[config.mk]
export PLATFORM = sky130hd
export DESIGN_NAME = fetch_seq_flat
export DESIGN_NICKNAME = d
export VERILOG_FILES = /design/src/rtl/fetch_seq_pkg.sv /design/src/rtl/fetch_seq_if.sv /design/src/rtl/fetch_seq.sv /design/src/flat_wrapper.sv
export SDC_FILE = /design/constraint.sdc
export NUM_CORES = 1
export LEC_CHECK = 0
export ABC_AREA = 1
export ABC_CLOCK_PERIOD_IN_PS = 1800
export CORE_UTILIZATION = 30
export CTS_CLUSTER_DIAMETER = 200
export CTS_CLUSTER_SIZE = 24
export DETAILED_ROUTE_END_ITERATION = 16
export GPL_ROUTABILITY_DRIVEN = 1
export SLEW_MARGIN = 20
export SYNTH_ARGS = -nofsm -noshare
export SYNTH_HDL_FRONTEND = slang
export SYNTH_SLANG_ARGS = --single-unit
[constraint.sdc]
create_clock -name clk -period 1.8 [get_ports clk]
set_input_delay 0.36 -clock clk [delete_from_list [all_inputs] [get_ports clk]]
set_output_delay 0.36 -clock clk [all_outputs]
set_load 0.05 [all_outputs]
[src/rtl/fetch_seq_pkg.sv]
// Shared front-end definitions: datapath width, instruction size and the fetch FSM encoding.
package fetch_seq_pkg;

    localparam int XLEN        = 32;
    localparam int INSTR_BYTES = 4;
    localparam int CNT_W       = 3;

    typedef enum logic [0:0] {
        FILL  = 1'b0,
        VALID = 1'b1
    } fetch_state_t;

    // Instructions are word aligned; low address bits of any target are dropped.
    function automatic logic [XLEN-1:0] align_pc(input logic [XLEN-1:0] pc);
        return {pc[XLEN-1:2], 2'b00};
    endfunction

endpackage

[src/rtl/fetch_seq_if.sv]
// Bundle of memory, redirect and decode-side signals around the fetch sequencer.
interface fetch_seq_if;
    import fetch_seq_pkg::*;

    logic [XLEN-1:0] mem_addr;
    logic [XLEN-1:0] mem_data;
    logic            redirect_valid;
    logic [XLEN-1:0] redirect_pc;
    logic            instr_valid;
    logic            instr_ready;
    logic [XLEN-1:0] instr;
    logic [XLEN-1:0] instr_pc;

    modport master (
        output mem_addr, instr_valid, instr, instr_pc,
        input  mem_data, redirect_valid, redirect_pc, instr_ready
    );

    modport slave (
        input  mem_addr, instr_valid, instr, instr_pc,
        output mem_data, redirect_valid, redirect_pc, instr_ready
    );

endinterface

[src/rtl/fetch_seq.sv]
// Fetch sequencer: walks four byte addresses per word, assembles the little-endian
// instruction from the one-cycle-latency byte memory and offers it to decode.
module fetch_seq
    import fetch_seq_pkg::*;
#(
    parameter logic [XLEN-1:0] RESET_PC = '0
) (
    input  logic       clk,
    input  logic       rstn,
    fetch_seq_if.master bus
);

    fetch_state_t                    state_q, state_d;
    logic [XLEN-1:0]                 pc_q, pc_d;
    logic [XLEN-1:0]                 addr_q, addr_d;
    logic [XLEN-1:0]                 instr_q, instr_d;
    logic [CNT_W-1:0]                cnt_q, cnt_d;
    logic [INSTR_BYTES-2:0][7:0]     buf_q, buf_d;

    logic            hs;
    logic            redir;
    logic [XLEN-1:0] redir_pc;
    logic            unused_mem_hi;

    assign hs            = (state_q == VALID) && bus.instr_ready;
    assign redir         = bus.redirect_valid;
    assign redir_pc      = align_pc(bus.redirect_pc);
    assign unused_mem_hi = ^bus.mem_data[XLEN-1:8];

    always_ff @(posedge clk) begin
        if (!rstn) begin
            state_q <= FILL;
            pc_q    <= RESET_PC;
            addr_q  <= RESET_PC;
            instr_q <= '0;
            cnt_q   <= '0;
            buf_q   <= '0;
        end else begin
            state_q <= state_d;
            pc_q    <= pc_d;
            addr_q  <= addr_d;
            instr_q <= instr_d;
            cnt_q   <= cnt_d;
            buf_q   <= buf_d;
        end
    end

    always_comb begin
        state_d = state_q;
        if (redir) begin
            state_d = FILL;
        end else begin
            unique case (state_q)
                FILL:    if (cnt_q == CNT_W'(INSTR_BYTES)) state_d = VALID;
                VALID:   if (hs) state_d = FILL;
                default: state_d = FILL;
            endcase
        end
    end

    // A redirect overrides everything, including a same-cycle handshake advance;
    // the handshake itself still completes because decode saw valid&&ready.
    always_comb begin
        pc_d    = pc_q;
        addr_d  = addr_q;
        instr_d = instr_q;
        cnt_d   = cnt_q;
        buf_d   = buf_q;
        if (redir) begin
            pc_d   = redir_pc;
            addr_d = redir_pc;
            cnt_d  = '0;
        end else if (state_q == FILL) begin
            if (cnt_q <= CNT_W'(2))
                addr_d = pc_q + XLEN'(cnt_q) + XLEN'(1);
            for (int k = 0; k < INSTR_BYTES - 1; k++) begin
                if (cnt_q == CNT_W'(k + 1))
                    buf_d[k] = bus.mem_data[7:0];
            end
            if (cnt_q == CNT_W'(INSTR_BYTES))
                instr_d = {bus.mem_data[7:0], buf_q};
            else
                cnt_d = cnt_q + CNT_W'(1);
        end else if (hs) begin
            pc_d   = pc_q + XLEN'(INSTR_BYTES);
            addr_d = pc_q + XLEN'(INSTR_BYTES);
            cnt_d  = '0;
        end
    end

    assign bus.mem_addr    = addr_q;
    assign bus.instr_valid = (state_q == VALID);
    assign bus.instr       = instr_q;
    assign bus.instr_pc    = pc_q;

endmodule

[src/flat_wrapper.sv]
// flat-port wrapper written by rule: the top's interface ports become plain ports
module fetch_seq_flat import fetch_seq_pkg::*;
#(
    parameter logic [XLEN-1:0] RESET_PC = '0
)
  (clk, rstn, bus_mem_addr, bus_instr_valid, bus_instr, bus_instr_pc, bus_mem_data, bus_redirect_valid, bus_redirect_pc, bus_instr_ready);
  fetch_seq_if bus_i ();
  input  logic clk;
  input  logic rstn;
  output wire logic [$bits(bus_i.mem_addr)-1:0] bus_mem_addr;
  output wire logic [$bits(bus_i.instr_valid)-1:0] bus_instr_valid;
  output wire logic [$bits(bus_i.instr)-1:0] bus_instr;
  output wire logic [$bits(bus_i.instr_pc)-1:0] bus_instr_pc;
  input wire logic [$bits(bus_i.mem_data)-1:0] bus_mem_data;
  input wire logic [$bits(bus_i.redirect_valid)-1:0] bus_redirect_valid;
  input wire logic [$bits(bus_i.redirect_pc)-1:0] bus_redirect_pc;
  input wire logic [$bits(bus_i.instr_ready)-1:0] bus_instr_ready;
  assign bus_mem_addr = bus_i.mem_addr;
  assign bus_instr_valid = bus_i.instr_valid;
  assign bus_instr = bus_i.instr;
  assign bus_instr_pc = bus_i.instr_pc;
  assign bus_i.mem_data = bus_mem_data;
  assign bus_i.redirect_valid = bus_redirect_valid;
  assign bus_i.redirect_pc = bus_redirect_pc;
  assign bus_i.instr_ready = bus_instr_ready;
  fetch_seq #(.RESET_PC(RESET_PC)) u_core (.clk(clk), .rstn(rstn), .bus(bus_i));
endmodule
Word level (Yosys, flattened, before mapping)

Cells that the tools add are included.

Register bits: 124
Logic and storage cells: 53
Bits of input ports: 68
Output and inout port bits: 97

Order comparisons: 1
Reductions and logical operators: 15
Bitwise logic cells: 3
$add $sub $neg: 4
Eq/ne operators: 7
Multiplexer cells: 13

Operator list:

| cell                                                 | count |
|---|---|
| 2-to-1 mux 32 bit                                    | 7 |
| adder 32 x 1 -> 32 bit (second input constant)       | 1 |
| adder 32 x 3 -> 32 bit                               | 1 |
| adder 32 x 3 -> 32 bit (second input constant)       | 1 |
| AND reduction 3 bit                                  | 4 |
| AND reduction 2 bit                                  | 5 |
| 2-to-1 mux 3 bit                                     | 3 |
| equality test 3 x 2 -> 1 bit (second input constant) | 2 |
| nonzero test 2 bit                                   | 3 |
| adder 3 x 1 -> 3 bit (second input constant)         | 1 |
| equality test 3 x 1 -> 1 bit (second input constant) | 1 |
| equality test 3 bit (second input constant)          | 1 |
| <= comparator 3 x 2 -> 1 bit (second input constant) | 1 |
| != test 3 bit (second input constant)                | 1 |
| NOT 1 bit                                            | 3 |
| nonzero test 3 bit                                   | 1 |
| 2-to-1 mux 1 bit                                     | 2 |
| != test 2 x 1 -> 1 bit (second input constant)       | 1 |
| != test 2 bit (second input constant)                | 1 |
| one-hot mux 1 bit (2 select lines)                   | 1 |
| OR reduction 2 bit                                   | 1 |
| logical AND 1 bit                                    | 1 |

Logic depth before layout (Yosys ltp)

Gate-level depths: netlist (run 1).

Depth in word-level cells: 5
Mapped depth: 12
Gate-level depth less buffers: 12

Least setup slack after synthesis (run 1)

No wires, ideal clock.

Kind: reg-to-reg
Start: register u_core.pc_q[2] (netlist: u_core.bus.instr_pc[2])
End: register u_core.addr_q[18] (netlist: u_core.bus.mem_addr[18])
Data required time: 1,730 ps
Stages on the path, launching flop included: 11
Data arrival time: 2,020 ps
Clock period less this slack: 2,090 ps
Buffers on the path: 0
Library setup time: 70 ps
Path slack: -290 ps
Cell sequence: dfxtp_1 -> ha_1 -> nand2_1 -> nand2_1 -> nand3_1 -> nor2_4 -> nand2_1 -> or2_0 -> nand3_1 -> nand2_1 -> a21oi_1

Word-level cells in the longest chain between the ends: 5
Elaborated cells between the ends (all ways): 7
Those cells by class: add/sub (3); mux (4)

RTL lines:

| item                   | RTL line        | text |
|---|---|---|
| start, declared        | fetch_seq.sv:14 | `logic [XLEN-1:0] pc_q, pc_d;` |
| start signal, assigned | fetch_seq.sv:40 | `pc_q <= pc_d;` |
| adder 32 x 3 -> 32 bit | fetch_seq.sv:75 | `addr_d = pc_q + XLEN'(cnt_q) + XLEN'(1);` |
| adder 32 x 1 -> 32 bit | fetch_seq.sv:75 |  |
| 2-to-1 mux 32 bit      | fetch_seq.sv:74 | `if (cnt_q <= CNT_W'(2))` |
| 2-to-1 mux 32 bit (*)  | fetch_seq.sv:73 | `end else if (state_q == FILL) begin` |
| 2-to-1 mux 32 bit (*)  | fetch_seq.sv:69 | `if (redir) begin` |
| end signal, assigned   | fetch_seq.sv:41 | `addr_q <= addr_d;` |
| end, declared          | fetch_seq.sv:15 | `logic [XLEN-1:0] addr_q, addr_d;` |

Mark *: on every way between the ends. The rest lies on a longest branch, timed or not. The select of a mux whose other input is x is not followed.
A chain may end at the register's enable or synchronous reset.

Worst setup path in the final report (run 1)

Start: register u_core.pc_q[2] (netlist: u_core.bus.instr_pc[2])
End: register u_core.addr_q[21] (netlist: u_core.bus.mem_addr[21])

The elaborated chain is that of the path after synthesis.

==> out/results.tsv, run 1 <==
metric	value	unit
Avg Inst Size Synth	6.36	sq um
nets	1303	
Synth-to-Final Area Change	48.3	%
RSZ-0062 raised after global routing	true	
Seq/Total Area, Yosys	38.0	%
Peak VDD IR	0.572	mV
Worst Path Arrival	2.07	ns
Synth Cell Area	0.00642	sq mm
Initial Utilization	30.6	%
status	complete, no violations	
global router's overall resource usage	20.1	%
vias in the first global route	6587	
CTS tree	yes	
Slew Limit Fails	0	
H-Tree Depth	4	
CP max stage delay	0.36	ns
antenna fix cells	0	
Final setup viols	0	
Sw Ratio	32.6	%
Final Non-Filler Cells	1516	
DIE AREA	0.0220	sq mm
Longest Clk Path Bufs	2	
Max Cap Violations	0	
Seq pwr share	37.9	%
Synth top area share	38.0	%
chip width	148	um
vias post-DR	7235	
Initial DRC Count	452	
Yosys top cell by area	dfxtp_1	
worst min-delay path class	input pin to register	
register bit total from synthesis	122	
Top Ports	165	
fillers	2189	
DRT Wirelength	22100	um
WL/cell	14.6	um
fmax	0.571	GHz
Final Total Pwr	7.72	mW
Worst Setup End Kind	register	
worst setup path class	register to register	
part of the cycle the worst path needs	97.3	%
WP data required	2.12	ns
Post-DP HPWL	16100	um
final worst setup slack	0.0480	ns
Gate power share	17.7	%
grt ovf	0	
root buffer cell	clkbuf_16	
First-pass DRT Iterations	7	
CP Max Fanout	5	
kind of cell with the highest combined delay on the critical path	simple AND/OR/NAND/NOR gates	
leakage power total	4.38	nW
Critical path buffers and inverters	1	
Sw Pwr	2.52	mW
minimum hold slack	0.261	ns
DP Worst Slack	-0.101	ns
initial antenna violation count	0	
Final ANT Viol Nets	0	
clock network power share	44.4	%
sum of negative setup slack	0	ns
# DRC	0	
CP max stage cell	dfxtp_4	
Placed Cells	1478	
Clk pin slew, worst setup/hold paths	0.07	ns
fraction of layout cells with a size suffix above 1	25.9	%
Synth area leaders	dfxtp_1, nand2_1, o21ai_0, nor2_1, nand3_1	
Setup crit start kind	register	
Hold Fails Final Rpt	0	
crit-path cells	ha_4 > nand3_1 > nand2_2 > inv_1 > nor2_4 > nand3_1 > nand2_1 > nand3_1 > a21oi_1 > nor2_1	
first-pass GRT wire length	34700	um
gpl congestion	0.911	
most used cell, CP	nand3_1	
CORE AREA	0.0210	sq mm
Clock Latency Late Sink	0.43	ns
# port buffers	136	
CTS Sinks	122	
Die Y	148	um
CTS Buf Count	17	
Avg Vias per Cell	4.77	
Pwr per Cell Area	810	mW/mm^2
Synth Instances	1010	
worst clock skew	0.0118	ns
Int Power	5.20	mW
fin crit period	1.75	ns
count of unique library cells instantiated by Yosys	27	
hold_buf cts	0	
# rows	53	
largest net degree at the start of global routing	60	
yosys warns	0	
placed cells by master (no fill, tap or decap), types with 12 or more instances in the layout:
cell type	netlist	layout
nand2_2	0	12
nand2_1	279	264
buf_12	0	12
nand3_1	70	69
nor2_2	6	19
a21oi_1	49	43
dfxtp_2	0	19
o21ai_0	120	111
clkdlybuf4s50_1	0	40
clkbuf_16	0	17
inv_1	92	90
nor2_1	146	124
dfxtp_1	122	102
buf_4	2	189
xor2_1	16	15
nor2_4	4	13
a31oi_1	28	28
flip-flops by register name, summed over array words and instances, names as in the netlist:
| name | count |
|---|---|
| u_core.bus.mem_addr | 32 |
| u_core.buf_q | 24 |
| u_core.bus.instr_valid | 1 |
| u_core.cnt_q | 3 |
| u_core.bus.instr | 32 |
| u_core.bus.instr_pc | 30 |
per-stage QoR:
step	cell area (sq um)	utilization [%]
after floorplan	6450	-
after global placement	8630	41.1
after detailed placement	8630	41.1
after CTS	9280	44.1
after global routing	9520	45.3
final	9520	45.3
final timing paths:
check	startpoint	endpoint	slack, ns	cells past startpoint
min	rstn	u_core.bus.instr_pc[2]$_SDFFE_PN0P_	0.26	3
max	u_core.bus.instr_pc[2]$_SDFFE_PN0P_	u_core.bus.mem_addr[21]$_SDFFE_PN0P_	0.05	10
max reg2reg	u_core.bus.instr_pc[2]$_SDFFE_PN0P_	u_core.bus.mem_addr[21]$_SDFFE_PN0P_	0.05	10
min reg2reg	u_core.buf_q[10]$_SDFFE_PN0P_	u_core.buf_q[10]$_SDFFE_PN0P_	0.46	2
what timing repair did:
| item | 4_1_cts | 5_1_grt |
|---|---|---|
| setup endpoints to repair | 25 | 32 |
| setup buffers | 1 | 5 |
| pin swaps | 2 | 19 |
| resized for setup | 14 | 64 |
| hold endpoints to repair | 0 | 0 |
Yosys cell counts:
| cell | instances |
|---|---|
| a21oi_1 | 49 |
| a31oi_1 | 28 |
| a41oi_1 | 1 |
| buf_2 | 9 |
| buf_4 | 2 |
| clkbuf_1 | 35 |
| clkinv_1 | 1 |
| conb_1 | 1 |
| dfxtp_1 | 122 |
| ha_1 | 7 |
| inv_1 | 92 |
| inv_2 | 2 |
| nand2_1 | 279 |
| nand3_1 | 70 |
| nand4_1 | 4 |
| nor2_1 | 146 |
| nor2_2 | 6 |
| nor2_4 | 4 |
| nor3_1 | 1 |
| o211ai_1 | 7 |
| o21ai_0 | 120 |
| o22ai_1 | 1 |
| o32ai_1 | 1 |
| or2_0 | 1 |
| or2_2 | 2 |
| xnor2_1 | 3 |
| xor2_1 | 16 |
tightest hold or removal path: cells and delay by family:
kind | cells | cell delay [ns]
buffers and inverters | 2 | 0.24
AOI/OAI and AO/OA | 1 | 0.05
routing by layer:
metal	vias to the layer above	GRT usage (%)	routed length, um
met1	3326	26.7	10100
met3	15	3.59	1070
met4	0	5.05	218
li1	3709	-	-
met2	185	33.7	10800
met5	-	0	0
cell families (layout without fill, tap and decap cells):
group           after synthesis  after routing  synth area share [%]
compound gates              207            207                  17.1
other cells                   1              2                0.0584
simple gates                513            513                  32.3
xor+xnor                     19             19                  2.59
fa+ha+maj                     7              7                  1.36
buf+inv                     141            371                  8.53
flops                       122            122                  38.0
final cells by class:
cell class | instances | area (sq um) | area share [%]
tap | 275 | 344 | 3.61
clock inverter | 15 | 169 | 1.77
clock buffer | 17 | 425 | 4.47
timing repair buffer | 244 | 2090 | 22.0
inverter | 95 | 357 | 3.75
multi-input combinational | 748 | 3670 | 38.5
sequential | 122 | 2470 | 25.9
power by group through the flow:
stage / Sequential (mW) / Combinational (mW) / Clock (mW)
5_1_grt: 2.93 / 1.48 / 3.64
2_1_floorplan: 3.33 / 0.426 / 0
6_report: 2.92 / 1.36 / 3.43
3_3_place_gp: 2.97 / 1.33 / 0
3_5_place_dp: 2.97 / 1.34 / 0
4_1_cts: 2.91 / 1.34 / 3.50
Power figures use the tool's default switching activity.
==> run 2, diff against run 1 <==
- CORE_UTILIZATION: 30 -> 45
- PLACE_DENSITY: default -> 0.77
==> run 2 against run 1 <==
- first-iteration DRC count increased by 40%
- worst setup slack improved by 0.0076 ns
- utilization increased by 23 points
- hold slack got worse by 0.0055 ns
- clock power about the same
- final cell count decreased by 6.0%
- total power increased by 0.40%
- fmax increased by 0.44%
- cell area decreased by 1.0%
- sequential power about the same
- critical path type unchanged
- largest power group unchanged
- highest routed layer unchanged
==> out/results.tsv, run 2 (synthesized netlist as in run 1, its figures left out) <==
metric	value	unit	change
Post-Route Utilization	67.9	%	+23 points
part of the cycle the worst path needs	96.9	%	-0.42 points
Post-DP HPWL	15000	um	-6.6%
Critical path buffers and inverters	1		unchanged
worst min-delay path class	input pin to register		
Final setup viols	0		unchanged
Placed Cells	1389		-6.0%
Top Ports	165		unchanged
crit-path cells	ha_4 > nand2_4 > nand2_4 > nand3_4 > nor2_4 > buf_6 > nor2_4 > nor2_2 > nand2_1 > nand2_1 > nand2_1 > a21oi_2		
status	complete, no violations		
grt ovf	0		unchanged
GR met3 Demand/Resource	6.39	%	+2.8 points
Hold Fails Final Rpt	0		unchanged
WL/cell	15.0	um	+2.9%
CP max stage cell	dfxtp_4		
# DRC	0		unchanged
most used cell, CP	nand2_1		
CP max stage delay	0.36	ns	about the same
met2 Use GR	46.2	%	+13 points
Final Non-Filler Cells	1425		-6.0%
first-pass GRT wire length	33000	um	-4.8%
fmax	0.573	GHz	+0.44%
DIE AREA	0.0148	sq mm	-33%
fin crit period	1.74	ns	-0.00761 ns
antenna fix cells	0		unchanged
RSZ-0062 raised after global routing	true		
# rows	43		-19%
worst clock skew	0.00798	ns	-0.00386 ns
Max Cap Violations	0		unchanged
Peak VDD IR	0.656	mV	+15%
most common cell after layout, fill and taps aside	nand2_1		
Worst Setup End Kind	register		
chip width	121	um	-18%
Avg Vias per Cell	5.26		+10%
nets	1307		+0.31%
CORE AREA	0.0139	sq mm	-34%
Synth-to-Final Area Change	46.8	%	
most frequent cells in the layout	nand2_1, buf_4, nor2_1		
DP Worst Slack	-0.126	ns	-0.0251 ns
largest net degree at the start of global routing	93		+55%
hold_buf cts	0		unchanged
Clk pin slew, worst setup/hold paths	0.06	ns	about the same
Clock Latency Late Sink	0.44	ns	about the same
CP Max Fanout	5		unchanged
fraction of layout cells with a size suffix above 1	26.4	%	+0.48 points
Slew Limit Fails	0		unchanged
CTS Buf Count	17		unchanged
CTS tree	yes		
H-Tree Depth	4		unchanged
kind of cell with the highest combined delay on the critical path	simple AND/OR/NAND/NOR gates		
Worst Path Arrival	2.11	ns	+0.04 ns
global router's overall resource usage	29.0	%	+8.9 points
global routing's busiest layer	met2		
Longest Clk Path Bufs	2		unchanged
initial antenna violation count	0		unchanged
# port buffers	136		unchanged
First-pass DRT Iterations	5		-2
worst setup path class	register to register		
vias in the first global route	6640		+0.80%
CTS Sinks	122		unchanged
final worst setup slack	0.0556	ns	+0.00761 ns
Final Total Pwr	7.75	mW	+0.40%
GR Layer Usage met1	37.5	%	+11 points
leakage power total	4.42	nW	+0.79%
root buffer cell	clkbuf_16		
DRT Wirelength	21400	um	-3.3%
Initial DRC Count	632		+40%
vias post-DR	7497		+3.6%
gpl congestion	0.974		+6.9%
Setup crit start kind	register		
WP data required	2.17	ns	+0.05 ns
Final ANT Viol Nets	0		unchanged
Initial Utilization	46.3	%	+16 points
Die Y	121	um	-18%
Pwr per Cell Area	822	mW/mm^2	+1.4%
run 2: report_power, final:
group	leakage [nW]	total [mW]	switching, mW	internal (mW)
Sequential	1.00	2.92	0.0936	2.82
Clock	0.293	3.45	1.45	2.00
Combinational	3.12	1.38	0.872	0.509
run 2: worst register-to-register path: stages, from the launching register on:
cell and delay [ns]:
dfxtp_4 0.36, ha_4 0.30, nand2_4 0.06, nand2_4 0.09, nand3_4 0.11, nor2_4 0.21, buf_6 0.14, nor2_4 0.03
nor2_2 0.09, nand2_1 0.05, nand2_1 0.05, nand2_1 0.06, a21oi_2 0.13
run 2: worst paths after layout:
kind / cells after the start / slack [ns] / to / startpoint
setup / recovery: 12 / 0.06 / u_core.bus.mem_addr[14]$_SDFFE_PN0P_ / u_core.bus.instr_pc[2]$_SDFFE_PN0P_
hold / removal: 3 / 0.26 / u_core.bus.mem_addr[2]$_SDFFE_PN0P_ / rstn
setup reg to reg: 12 / 0.06 / u_core.bus.mem_addr[14]$_SDFFE_PN0P_ / u_core.bus.instr_pc[2]$_SDFFE_PN0P_
hold reg to reg: 2 / 0.46 / u_core.bus.instr[13]$_SDFFE_PN0P_ / u_core.buf_q[13]$_SDFFE_PN0P_
run 2: repair_timing:
item,CTS,global route
pin swaps,2,17
setup endpoints to repair,25,40
buffers inserted,0,4
resized for setup,14,68
run 2: per-layer routing:
metal  wire length (um)  vias up
met5                  0        -
met4                678        0
met3               1410       49
met2               9900      302
met1               9390     3440
li1                   -     3706
run 2: layout make-up:
type	instances	area (sq um)
Fill cell	1162	4450
Multi-Input combinational cell	748	3680
Sequential cell	122	2470
Timing Repair Buffer	248	2100
Clock buffer	18	439
Inverter	95	357
Tap cell	180	225
Clock inverter	14	151
run 2: metrics by stage:
step | setup TNS (ns) | instance area (sq um) | hold slack [ns]
2_1_floorplan | 0 | 6450 | 0.430
3_3_place_gp | -2.11 | 8540 | 0.441
3_5_place_dp | -3.20 | 8540 | 0.446
4_1_cts | 0 | 9180 | 0.245
5_1_grt | -0.251 | 9430 | 0.286
6_report | 0 | 9430 | 0.256
